**config.mk**
```make
export PLATFORM = sky130hd
export DESIGN_NAME = serial_adder
export DESIGN_NICKNAME = d
export VERILOG_FILES = /design/src/rtl/serial_adder.sv
export SDC_FILE = /design/constraint.sdc
export NUM_CORES = 1
export LEC_CHECK = 0
export ABC_CLOCK_PERIOD_IN_PS = 2700
export BUFFER_PORTS_ARGS = -buffer_cell sky130_fd_sc_hd__buf_2
export CELL_PAD_IN_SITES_DETAIL_PLACEMENT = 2
export CELL_PAD_IN_SITES_GLOBAL_PLACEMENT = 2
export CORE_ASPECT_RATIO = 0.75
export CORE_UTILIZATION = 40
export CTS_CLUSTER_SIZE = 28
export DETAILED_ROUTE_END_ITERATION = 12
export GPL_TIMING_DRIVEN = 0
export HOLD_SLACK_MARGIN = 0.15
export PLACE_DENSITY = 0.9
export SLEW_MARGIN = 40
export SYNTH_ARGS = -nofsm -noshare
export SYNTH_HDL_FRONTEND = slang
export SYNTH_SLANG_ARGS = --single-unit
```
**constraint.sdc**
```tcl
create_clock -name clk -period 2.7 [get_ports clk]
set_input_delay 0.54 -clock clk [delete_from_list [all_inputs] [get_ports clk]]
set_output_delay 0.54 -clock clk [all_outputs]
set_load 0.01 [all_outputs]
```
**src/rtl/serial_adder.sv**
```systemverilog
// Bit-serial WIDTH-bit adder: one full-adder slice plus a registered carry, LSB first.
// Optional SERIAL_ADDER_OVF_EN adds a registered two's-complement overflow output (ovf).
module serial_adder #(
  parameter int unsigned WIDTH = 8
) (
  input  logic             clk,
  input  logic             rst_n,
  input  logic             start,
  input  logic [WIDTH-1:0] a,
  input  logic [WIDTH-1:0] b,
  input  logic             cin,
  output logic             busy,
  output logic             done,
  output logic [WIDTH-1:0] sum,
  output logic             cout
`ifdef SERIAL_ADDER_OVF_EN
  ,
  output logic             ovf
`endif
);

  localparam int unsigned     CntW    = $clog2(WIDTH);
  localparam logic [CntW-1:0] CntLast = CntW'(WIDTH - 1);

  typedef enum logic [1:0] {
    StIdle,
    StRun,
    StDone
  } state_e;

  state_e           state_q;
  logic [WIDTH-1:0] a_sr_q;
  logic [WIDTH-1:0] b_sr_q;
  // Holds the WIDTH-1 most recently produced sum bits; the last bit is merged on the final edge.
  logic [WIDTH-2:0] part_q;
  logic             carry_q;
  logic [CntW-1:0]  cnt_q;
  logic             busy_q;
  logic             done_q;
  logic [WIDTH-1:0] sum_q;
  logic             cout_q;
`ifdef SERIAL_ADDER_OVF_EN
  logic             ovf_q;
`endif

  logic             s_bit;
  logic             c_next;
  logic [WIDTH-1:0] sum_next;

  assign s_bit    = a_sr_q[0] ^ b_sr_q[0] ^ carry_q;
  assign c_next   = (a_sr_q[0] & b_sr_q[0]) | (carry_q & (a_sr_q[0] ^ b_sr_q[0]));
  assign sum_next = {s_bit, part_q};

  always_ff @(posedge clk or negedge rst_n) begin
    if (!rst_n) begin
      state_q <= StIdle;
      a_sr_q  <= '0;
      b_sr_q  <= '0;
      part_q  <= '0;
      carry_q <= 1'b0;
      cnt_q   <= '0;
      busy_q  <= 1'b0;
      done_q  <= 1'b0;
      sum_q   <= '0;
      cout_q  <= 1'b0;
`ifdef SERIAL_ADDER_OVF_EN
      ovf_q   <= 1'b0;
`endif
    end else begin
      unique case (state_q)
        StIdle: begin
          if (start) begin
            a_sr_q  <= a;
            b_sr_q  <= b;
            part_q  <= '0;
            carry_q <= cin;
            cnt_q   <= '0;
            busy_q  <= 1'b1;
            state_q <= StRun;
          end
        end
        StRun: begin
          a_sr_q  <= a_sr_q >> 1;
          b_sr_q  <= b_sr_q >> 1;
          carry_q <= c_next;
          part_q  <= sum_next[WIDTH-1:1];
          if (cnt_q == CntLast) begin
            sum_q   <= sum_next;
            cout_q  <= c_next;
`ifdef SERIAL_ADDER_OVF_EN
            // carry_q is the carry into the MSB slice at this point.
            ovf_q   <= carry_q ^ c_next;
`endif
            done_q  <= 1'b1;
            state_q <= StDone;
          end else begin
            cnt_q <= cnt_q + CntW'(1);
          end
        end
        StDone: begin
          done_q  <= 1'b0;
          busy_q  <= 1'b0;
          state_q <= StIdle;
        end
        default: begin
          state_q <= StIdle;
        end
      endcase
    end
  end

  assign busy = busy_q;
  assign done = done_q;
  assign sum  = sum_q;
  assign cout = cout_q;
`ifdef SERIAL_ADDER_OVF_EN
  assign ovf  = ovf_q;
`endif

endmodule

```
# [Yosys cells after proc, flatten, opt, wreduce, memory -nomap -nowiden]
# Cells that the tools add are included.
[word_totals] out_inout_bits=11 register_bits=40 input_bits=20
[classes] bitwise=5 eq_ne=6 n_reduce_logical=10 add_sub_neg=1 mux=18
[ops] cell="8-bit case mux with 2 select lines" count=2
[ops] cell="8-bit two-way mux" count=2
[ops] cell="7-bit case mux with 2 select lines" count=1
[ops] cell="2-bit AND reduction" count=5
[ops] cell="7-bit two-way mux" count=1
[ops] cell="3-bit two-way mux" count=2
[ops] cell="2-bit inequality test, second input constant" count=3
[ops] cell="1-bit case mux with 2 select lines" count=3
[ops] cell="3-bit case mux with 2 select lines" count=1
[ops] cell="2-bit nonzero test" count=3
[ops] cell="2-bit two-way mux" count=2
[ops] cell="2-bit case mux with 2 select lines" count=1
[ops] cell="3-bit by 1-bit adder with 3-bit output, second input constant" count=1
[ops] cell="3-bit == test, second input constant" count=1
[ops] cell="1-bit two-way mux" count=3
[ops] cell="3-bit AND reduction" count=1
[ops] cell="1-bit AND" count=2
[ops] cell="2-bit by 1-bit == test with 1-bit output, second input constant" count=1
[ops] cell="2-bit == test, second input constant" count=1
[ops] cell="2-bit logical NOT" count=1
[ops] cell="1-bit XOR" count=2
[ops] cell="1-bit OR" count=1

# [Logic depth before layout (Yosys ltp)]
# Gate-level depths: netlist of the first run.
[logic_depth] ltp_word=4 mapped_depth=5 depth_no_buf=4

# [Worst setup path after synthesis of the first run]
# No wires, ideal clock.
[synth_path] kind="register to register" from="register cnt_q[0]" to="register cout_q, in the netlist cout" arrival_ps=1426 setup_slack_ps=1149 path_stages_with_launch=6 t_required_ps=2575 cell_sequence="dfrtp_1 > ha_1 > ha_1 > nand3b_1 > buf_2 > mux2_2"
[synth_between] elab_chain_cells=2
[synth_rtl] element="from (decl)" line_no="37" text="logic [CntW-1:0] cnt_q;"
[synth_rtl] element="from (signal assigned)" line_no="97" text="cnt_q <= cnt_q + CntW'(1);"
[synth_rtl] element="3-bit == test" line_no="87" text="if (cnt_q == CntLast) begin"
[synth_rtl] element="2-bit AND reduction (no line)"
[synth_rtl] element="to (signal assigned)" line_no="89" text="cout_q <= c_next;"
[synth_rtl] element="to (decl)" line_no="41" text="logic cout_q;"
# No other way between the ends.
# A chain may end at the register's enable or synchronous reset.

# [Worst setup path in the final report of the first run]
[layout_path] from="register cnt_q[0]" to="register sum_q[4], in the netlist sum[4]"
[layout_between] elab_chain_cells=2
[layout_rtl] element="3-bit == test" line_no="87"
[layout_rtl] element="2-bit AND reduction (no line)"
[layout_rtl] element="to (signal assigned)" line_no="88" text="sum_q <= sum_next;"
[layout_rtl] element="to (decl)" line_no="40" text="logic [WIDTH-1:0] sum_q;"
# No other way between the ends.

==> metrics, run 1 <==
xor-xnor portion of the synthesized cell area=0%; DRT antenna net count=0; Layout area overhead=16.7%; Clock Skews=about 0.008 ns; CP Capture Type=register; fmax=between 500 and 600 MHz; part of the Yosys area used for sequential elements=approximately 53%; clock sinks=40; EDFF count, synth=0; met2 WL post-DR=2610 um; Least-Margin Pin Slew=between 0.5 and 0.6 ns; WHS=around 0.22 ns; post-CTS setup buffers=0; H-Tree Level Count=2; setup TNS=0 ns; vias in the first global route=1,540; Yosys warnings=0; synth top area cells=dfrtp_1 53%, nor4b_1 6.5%, mux2_2 5.4%, nor3b_1 4.8%, a211oi_1 4.4%; post-CTS sizing=0; pwr/cell area=1110 nW/um2; Synth Area in Adders=around 2.4%; Die Ht=~61 um; num rows=21; syn_nets=around 180; Detailed Route Iter0 Violations=31; clk buf depth=2; slowest CP cell=dfrtp_1; Initial Utilization=around two fifths; share of post-route cells with drive strength above 1=between 30% and 40%; Core Footprint=4490 um2; Mapped Cells=155; # hold bufs at CTS=0; synthesized area=approximately 1900 um2; LEAKAGE=roughly 1.1 nW; per-cell routed wire length=20.9 um; IO Count=31; most frequent cells in the layout=40 x dfrtp_1, 36 x buf_2, 15 x inv_1; largest net degree at the start of global routing=41; clk_lat worst skew=around 0.30 ns; CP arrival=~2.0 ns; IO buf count=30; simple-gate share of the synthesized area=between 10% and 20%; Critical path destination=sum[4]; final core occ=about half; worst r2r src=cnt_q[0]; period utilization=65.5%; FF-to-FF setup slack=slightly above 0.9 ns; Critical Path Start=cnt_q[0]; final setup fails=0; met3 wire length=101 um; CTS buffer count=5; CP dominant cell by count=ha_1; most area-hungry cell type in the Yosys netlist=dfrtp_1; Clk pin slew, worst setup/hold paths=0.08 ns; largest family of logic cells by synthesized area=simple AND/OR/NAND/NOR gates; Critical Path, Cell by Cell=ha_1, ha_1, nand3b_1, buf_2, mux2_2; complex-gate fraction of the synthesized area=14.7%; most common cell after layout, fill and taps aside=dfrtp_1; Via density=5.65; FF-to-FF path depth=5; Top Metal Used=met4; CTS tree=done; worst r2r dst=sum[4]; multiplexer share of the synthesized area=under 10%; vias=between 1k and 1.5k; First-pass DRT Iterations=4; antenna fix cells=0; status=finished, final reports clean; Synth top area share=a little over half; final worst slack=just over 0.9 ns; Tot GR Track Use=between 20% and 30%; initial antenna violation count=0; VDD IR max=0.378 mV; Top FF cell, synth=dfrtp_1; startpoint types=register; drt drc=0; area of the die=about 5000 um2; synth unique cells=31; required time worst endpoint=2.88 ns; Slew Viols, Final=0; CTS root buffer=clkbuf_8; max_slew headroom=between 60% and 70%; RSZ-0062 raised after global routing=false; final hold violation count=0; worst stage delay on the critical path=0.43 ns; GRT overflow=0; first-pass GRT wire length=~8100 um; Seq cells post-synth=40; maxcap violations=0; hold crit path type=in -> async; Post-synth ARST share=between 90% and 100%; minimum clock period=~1.8 ns; Final HPWL DP=between 3000 and 4000 um; metal1 wirelength=approximately 2400 um; critical path class=reg -> reg; syn_area_per_cell=approximately 12 um2; crit path max fanout=10; total power=between 0.002 and 0.0025 W; post-layout net count=215; GP Congestion=roughly 0.80; WL final=about 5200 um; pre-CTS setup slack=0.874 ns; Die W=slightly above 80 um
## state kept, by name (all words and copies together), names as in the netlist
name / flops
a_sr_q: 8
b_sr_q: 8
busy: 1
carry_q: 1
cnt_q: 3
cout: 1
done: 1
part_q: 7
state_q: 2
sum: 8
## stage by stage
| stage | cells | instance area, um2 |
|---|---|---|
| final | 250 | 2200 |
| after global routing | 250 | 2200 |
| after CTS | 250 | 2200 |
| after detailed placement | 242 | 2110 |
| after global placement | 242 | 2110 |
| after floorplan | 155 | 1890 |
## worst max-delay path, delay by kind of cell (launching register included)
kind          cells  cell delay [ns]
fa+ha+maj         2             0.48
flops             1             0.43
buf+inv           1             0.26
simple gates      1             0.11
mux               1             0.37
## Yosys cell counts (all sizes together) (3+ instances only)
| master | number |
|---|---|
| a211oi | 11 |
| a22o | 7 |
| and2b | 3 |
| and3 | 3 |
| buf | 12 |
| dfrtp | 40 |
| inv | 15 |
| mux2 | 9 |
| nor2b | 3 |
| nor3b | 12 |
| nor4b | 14 |
## how the worst min path moves through the flow
| stage | startpoint | end | depth (start not counted) |
|---|---|---|---|
| after floorplan | rst_n | a_sr_q[0] | 0 |
| after CTS | rst_n | b_sr_q[1] | 1 |
| after global placement | part_q[0] | part_q[0] | 1 |
| after detailed placement | sum[6] | sum[6] | 1 |
| final | rst_n | b_sr_q[1] | 1 |
| after global routing | rst_n | b_sr_q[1] | 1 |
## logic make-up (layout without fill, tap and decap cells)
| family | after synthesis | count (layout) |
|---|---|---|
| buffers and inverters | 29 | 67 |
| adders and majority gates | 3 | 3 |
| AOI/OAI and AO/OA | 33 | 33 |
| and+or+nand+nor | 41 | 41 |
| DFF | 40 | 40 |
| muxes | 9 | 9 |
## routing by layer
metal | global-route usage [%] | vias up
met5 | 0 | -
met4 | 11.0 | 0
met3 | 4.59 | 10
met2 | 37.4 | 16
met1 | 30.4 | 745
li1 | - | 642
## cell type report
cell class | instances | area (um2)
fill | 460 | 2290
sequential | 40 | 1000
multi-input combinational | 86 | 744
timing repair buffer | 30 | 153
clock buffer | 8 | 90.1
buffer | 14 | 83.8
tap | 57 | 71.3
inverter | 15 | 56.3
## where the power goes
| part | switching (W) | total [W] | leakage (nW) | internal, W |
|---|---|---|---|---|
| Combinational | 0.000519 | 0.000987 | 0.526 | 0.000468 |
| Sequential | 0.000175 | 0.00103 | 0.485 | 0.000854 |
| Clock | 0.000213 | 0.000422 | 0.0455 | 0.000209 |
| Total | 0.000907 | 0.00244 | 1.06 | 0.00153 |
Note: power is estimated with default switching activity, not from simulation.
==> run 2, diff against run 1 <==
--- a/config.mk
+++ b/config.mk
@@ -5,17 +5,17 @@
 export SDC_FILE = /design/constraint.sdc
 export NUM_CORES = 1
 export LEC_CHECK = 0
-export ABC_CLOCK_PERIOD_IN_PS = 2700
+export ABC_CLOCK_PERIOD_IN_PS = 1850
 export BUFFER_PORTS_ARGS = -buffer_cell sky130_fd_sc_hd__buf_2
 export CELL_PAD_IN_SITES_DETAIL_PLACEMENT = 2
 export CELL_PAD_IN_SITES_GLOBAL_PLACEMENT = 2
 export CORE_ASPECT_RATIO = 0.75
-export CORE_UTILIZATION = 40
+export CORE_UTILIZATION = 37
 export CTS_CLUSTER_SIZE = 28
 export DETAILED_ROUTE_END_ITERATION = 12
 export GPL_TIMING_DRIVEN = 0
 export HOLD_SLACK_MARGIN = 0.15
-export PLACE_DENSITY = 0.9
+export PLACE_DENSITY = 0.84
 export SLEW_MARGIN = 40
 export SYNTH_ARGS = -nofsm -noshare
 export SYNTH_HDL_FRONTEND = slang
==> constraint.sdc (replaced) <==
create_clock -name clk -period 1.85 [get_ports clk]
set_input_delay 0.37 -clock clk [delete_from_list [all_inputs] [get_ports clk]]
set_output_delay 0.37 -clock clk [all_outputs]
set_load 0.01 [all_outputs]
==> run 2 against run 1 <==
  * The flow now finishes with violations (design-rule violations)
  * Sequential share of layout area shrank 0.077 points
  * Highest routed layer unchanged
  * Worst hold slack better by 0.12 ns
  * Routed wire length fell by 1.6%
  * Final cell count is 1.2% higher
  * Global-route usage is 1.8 points lower
  * Clock power is 33% higher
==> metrics, run 2 (synthesis results as in run 1) <==
most frequent cells in the layout=40 x dfrtp_1, 35 x buf_2, 15 x inv_1; hold crit path type=in -> reg; metal1 wirelength=2360 um (-1.7%); Layout area overhead=16.9%; most common cell after layout, fill and taps aside=dfrtp_1; GRT overflow=0 (unchanged); post-CTS setup buffers=0 (unchanged); Clock Skews=0.00510 ns (-0.00278 ns); Clk pin slew, worst setup/hold paths=0.08 ns (about the same); Die W=84.4 um (+3.9%); final core occ=45.0% (-4.0 points); Initial Utilization=38.5% (-3.5 points); IO buf count=30 (unchanged); Reg area=1000 um2 (unchanged); Top Metal Used=met4; met2 WL post-DR=2510 um (-3.8%); fmax=575 MHz (+1.7%); CTS root buffer=clkbuf_8; clk buf depth=2 (unchanged); Tot GR Track Use=21.4% (-1.8 points); area of the die=5390 um2 (+7.9%); per-cell routed wire length=20.3 um (-2.8%); Core Footprint=4900 um2 (+9.1%); failing checks=design-rule violations; critical path class=reg -> reg; num rows=22 (+4.8%); Final HPWL DP=3610 um (-1.6%); met3 wire length=195 um (+93%); post-layout instance area=2200 um2 (+0.17%); final setup fails=0 (unchanged); GP Congestion=0.745 (-7.1%); maxcap violations=0 (unchanged); minimum clock period=1.74 ns (-0.0301 ns); WL final=5130 um (-1.6%); Via density=5.79 (+2.5%); Slew Viols, Final=0 (unchanged); drt drc=2 (+2); CTS tree=done; max_slew headroom=62.1% (-0.72 points); CTS buffer count=5 (unchanged); clk_lat worst skew=0.30 ns (about the same); WHS=0.332 ns (+0.117 ns); DRT antenna net count=0 (unchanged); setup TNS=0 ns (unchanged); post-layout net count=216 (+0.47%); required time worst endpoint=2.03 ns (-0.85 ns); VDD IR max=0.545 mV (+44%); Least-Margin Pin Slew=0.567 ns (+0.0107 ns); final hold violation count=0 (unchanged); status=complete, but fails checks; initial antenna violation count=0 (unchanged); H-Tree Level Count=2 (unchanged); area of the multi-input gates=744 um2 (unchanged); clock sinks=40 (unchanged); CP arrival=1.92 ns (-0.03 ns); pwr/cell area=1580 nW/um2 (+42%); placed instance area=2110 um2 (+0.18%); First-pass DRT Iterations=8 (+4); first-pass GRT wire length=8580 um (+5.3%); antenna fix cells=0 (unchanged); Die Ht=63.8 um (+3.8%); filler cell count in the final layout=524 (+14%); crit path max fanout=10 (unchanged); share of post-route cells with drive strength above 1=31.6% (unchanged); RSZ-0062 raised after global routing=false; period utilization=94.0% (+28 points); vias in the first global route=1,577 (+2.4%); Detailed Route Iter0 Violations=60 (+94%); startpoint types=register; vias=1,465 (+3.7%); largest net degree at the start of global routing=41 (unchanged); CP Capture Type=register; LEAKAGE=1.06 nW (+0.16%); IO Count=31 (unchanged)
-- run 2: cell types whose count changed in the layout (fill, tap and decap cells not counted), sizes merged --
cell and change:
buf -1, clkbuf -1, clkinv +1, dlygate4sd3 +1
-- run 2: area by class of cell --
| cell class | count | area share [%] |
|---|---|---|
| clock buffer | 6 | 3.29 |
| clock inverter | 1 | 0.227 |
| buffer | 14 | 3.92 |
| sequential | 40 | 45.4 |
| timing repair buffer | 31 | 7.38 |
| multi-input combinational | 86 | 33.8 |
| tap | 60 | 3.41 |
| inverter | 15 | 2.56 |
-- run 2: per-layer routing --
layer,up-vias,global-route usage [%]
met1,778,27.4
met4,0,7.42
met5,-,0
met3,9,4.52
li1,650,-
met2,28,36.4
-- run 2: through the flow --
step | worst slack [ns] | power (W) | std cells
2_1_floorplan | 0.299 | 0.00242 | 155
3_3_place_gp | 0.145 | 0.00276 | 245
3_5_place_dp | 0.0810 | 0.00291 | 245
4_1_cts | 0.0599 | 0.00350 | 253
5_1_grt | 0.0530 | 0.00371 | 253
6_report | 0.111 | 0.00347 | 253
-- run 2: critical path, stage by stage (launching register included) --
cell and delay, ns:
dfrtp_1 0.43, ha_1 0.22, ha_1 0.26, nand3b_1 0.11
clkbuf_4 0.23, mux2_2 0.36
-- run 2: timing repair --
item                       in CTS  in global routing
setup endpoints to repair       0                  1
resized for setup               0                  1
hold endpoints to repair       40                  0
hold buffers                    1                  0
-- run 2: worst paths after layout --
path,from,end,slack (ns),cells past startpoint
worst max-delay path,cnt_q[0],sum[5],0.11,5
worst min-delay path,a[7],a_sr_q[7],0.33,2
worst max register to register,cnt_q[0],sum[5],0.11,5
worst min register to register,sum[1],sum[1],0.51,1
max in group asynchronous,rst_n,part_q[6],0.90,2
min in group asynchronous,rst_n,sum[0],0.59,2
-- run 2: report_power, final --
part	internal (W)	leakage [nW]	switching (W)
Combinational	0.000681	0.533	0.000730
Sequential	0.00125	0.485	0.000254
Clock	0.000257	0.0410	0.000306
Total	0.00218	1.06	0.00129
==> run 3, diff against run 2 <==
--- a/config.mk
+++ b/config.mk
@@ -15,7 +15,7 @@
 export DETAILED_ROUTE_END_ITERATION = 12
 export GPL_TIMING_DRIVEN = 0
 export HOLD_SLACK_MARGIN = 0.15
-export PLACE_DENSITY = 0.84
+export PLACE_DENSITY_LB_ADDON = 0.3
 export SLEW_MARGIN = 40
 export SYNTH_ARGS = -nofsm -noshare
 export SYNTH_HDL_FRONTEND = slang
==> run 3 against run 2 <==
  * The run still ends with design-rule violations left
  * Setup slack is essentially flat
  * Maximum frequency is essentially flat
  * Count of clock-buffer cells in the layout shrank 1
  * Die area did not move
  * Critical endpoint is now sum[7]
  * Non-clock buffer count is the same
==> metrics, run 3 (synthesis results as in run 1) <==
status=complete, but fails checks; failing checks=design-rule violations; met3 GRT Util=5.43% (+0.90 points); CTS buffer count=5 (unchanged); Tot GR Track Use=20.6% (-0.80 points); H-Tree Level Count=2 (unchanged); IO Count=31 (unchanged); LEAKAGE=1.06 nW (about the same); GRT overflow=0 (unchanged); fmax=575 MHz (about the same); final setup fails=0 (unchanged); setup TNS=0 ns (unchanged); clk_lat worst skew=0.30 ns (about the same); grt peak-use layer=met2; DRT antenna net count=0 (unchanged); Slew Viols, Final=0 (unchanged); clk buf depth=2 (unchanged); dpl cells=245 (unchanged); Clock Skews=0.00691 ns (+0.00182 ns); pwr/cell area=1580 nW/um2 (+0.18%); num rows=22 (unchanged); Least-Margin Pin Slew=0.534 ns (-0.0333 ns); IO buf count=30 (unchanged); Layout Cells excl Fill=254 (+0.40%); CTS tree=done; per-cell routed wire length=19.8 um (-2.1%); hold crit path type=in -> reg; Final HPWL DP=3440 um (-4.7%); Core Footprint=4900 um2 (unchanged); maxcap violations=0 (unchanged); vias in the first global route=1,495 (-5.2%); post-CTS setup buffers=0 (unchanged); Layout area overhead=17.7%; largest net degree at the start of global routing=41 (unchanged); period utilization=94.0% (about the same); minimum clock period=1.74 ns (-0.000490 ns); final core occ=45.3% (+0.31 points); CP Capture Type=register; sequential power share=42.6% (-0.6 points); area of the die=5390 um2 (unchanged); RSZ-0062 raised after global routing=false; post-layout net count=216 (unchanged); initial antenna violation count=0 (unchanged); power share of the combinational group=39.8% (-0.8 points); startpoint types=register; Clk pin slew, worst setup/hold paths=0.09 ns (about the same); most frequent cells in the layout=40 x dfrtp_1, 35 x buf_2, 15 x inv_1; WL final=5040 um (-1.8%); WHS=0.328 ns (-0.00421 ns); CTS root buffer=clkbuf_8; Via density=5.58 (-3.6%); Switching Share=37.4% (+0.25 points); Die Ht=63.8 um (unchanged); required time worst endpoint=2.04 ns (about the same); max_slew headroom=64.4% (+2.3 points); CP arrival=1.93 ns (about the same); First-pass DRT Iterations=8 (unchanged); first-pass GRT wire length=8320 um (-3.1%); met1 usage=28.0% (+0.61 points); P_sw=0.00131 W (+1.5%); share of post-route cells with drive strength above 1=32.5% (+0.87 points); most common cell after layout, fill and taps aside=dfrtp_1; M2 GR Usage=33.3% (-3.1 points); GP Congestion=0.783 (+5.1%); final hold violation count=0 (unchanged); drt drc=2 (unchanged); Initial Utilization=38.5% (unchanged); vias=1,418 (-3.2%); VDD IR max=0.548 mV (+0.40%); critical path class=reg -> reg; Detailed Route Iter0 Violations=54 (-10%); cell internal pwr=0.00219 W (+0.46%); clock sinks=40 (unchanged); antenna fix cells=0 (unchanged); crit path max fanout=10 (unchanged); Clock Power Share=17.6% (+1.4 points); total power=0.00350 W (+0.86%); Die W=84.4 um (unchanged)
-- run 3: changes by cell type in the layout (fill, tap and decap cells not counted), sizes merged --
cell and change:
clkbuf -1, clkinvlp +2
-- run 3: power by group through the flow --
| stage | combinational, W | sequential (W) | clock (W) |
|---|---|---|---|
| final | 0.00139 | 0.00149 | 0.000618 |
| after global placement | 0.00130 | 0.00147 | 0 |
| after CTS | 0.00142 | 0.00149 | 0.000630 |
| after floorplan | 0.000947 | 0.00147 | 0 |
| after detailed placement | 0.00140 | 0.00151 | 0 |
| after global routing | 0.00156 | 0.00154 | 0.000669 |
-- run 3: layout make-up --
cell class | instances | area, um2
Tap cell | 60 | 75.1
Fill cell | 533 | 2680
Sequential cell | 40 | 1000
Clock buffer | 5 | 68.8
Buffer | 14 | 86.3
Clock inverter | 3 | 23.8
Multi-Input combinational cell | 86 | 744
Timing Repair Buffer | 31 | 163
Inverter | 15 | 56.3
-- run 3: what timing repair did --
item	CTS	global route
endpoints found under the setup margin	0	8
resized for setup	0	1
endpoints found under the hold margin	40	0
hold buffers	1	0
-- run 3: through the flow --
| stage | instance area (um2) | setup WS (ns) |
|---|---|---|
| detailed placement | 2110 | 0.0498 |
| finish | 2220 | 0.112 |
| floorplan | 1890 | 0.299 |
| global placement | 2110 | 0.143 |
| CTS | 2220 | 0.0416 |
| global route | 2220 | 0.0210 |
-- run 3: per-layer routing --
layer / vias to the layer above / wire length [um]
met5: - / 0
met4: 0 / 34
met3: 6 / 182
met2: 24 / 2370
met1: 743 / 2450
li1: 645 / -
-- run 3: final timing paths --
path                                from        end  slack, ns  depth (start not counted)
worst min register to register    sum[0]     sum[0]       0.51                          1
worst max register to register  cnt_q[0]     sum[7]       0.11                          5
worst min-delay path                a[7]  a_sr_q[7]       0.33                          2
min in group asynchronous          rst_n     sum[7]       0.60                          2
worst max-delay path            cnt_q[0]     sum[7]       0.11                          5
max in group asynchronous          rst_n  b_sr_q[3]       0.86                          2
-- run 3: worst max-delay path, cell delays in order (launching register included) --
cell	delay, ns
dfrtp_1	0.42
ha_1	0.22
ha_1	0.27
nand3b_1	0.14
clkbuf_4	0.23
mux2_2	0.36
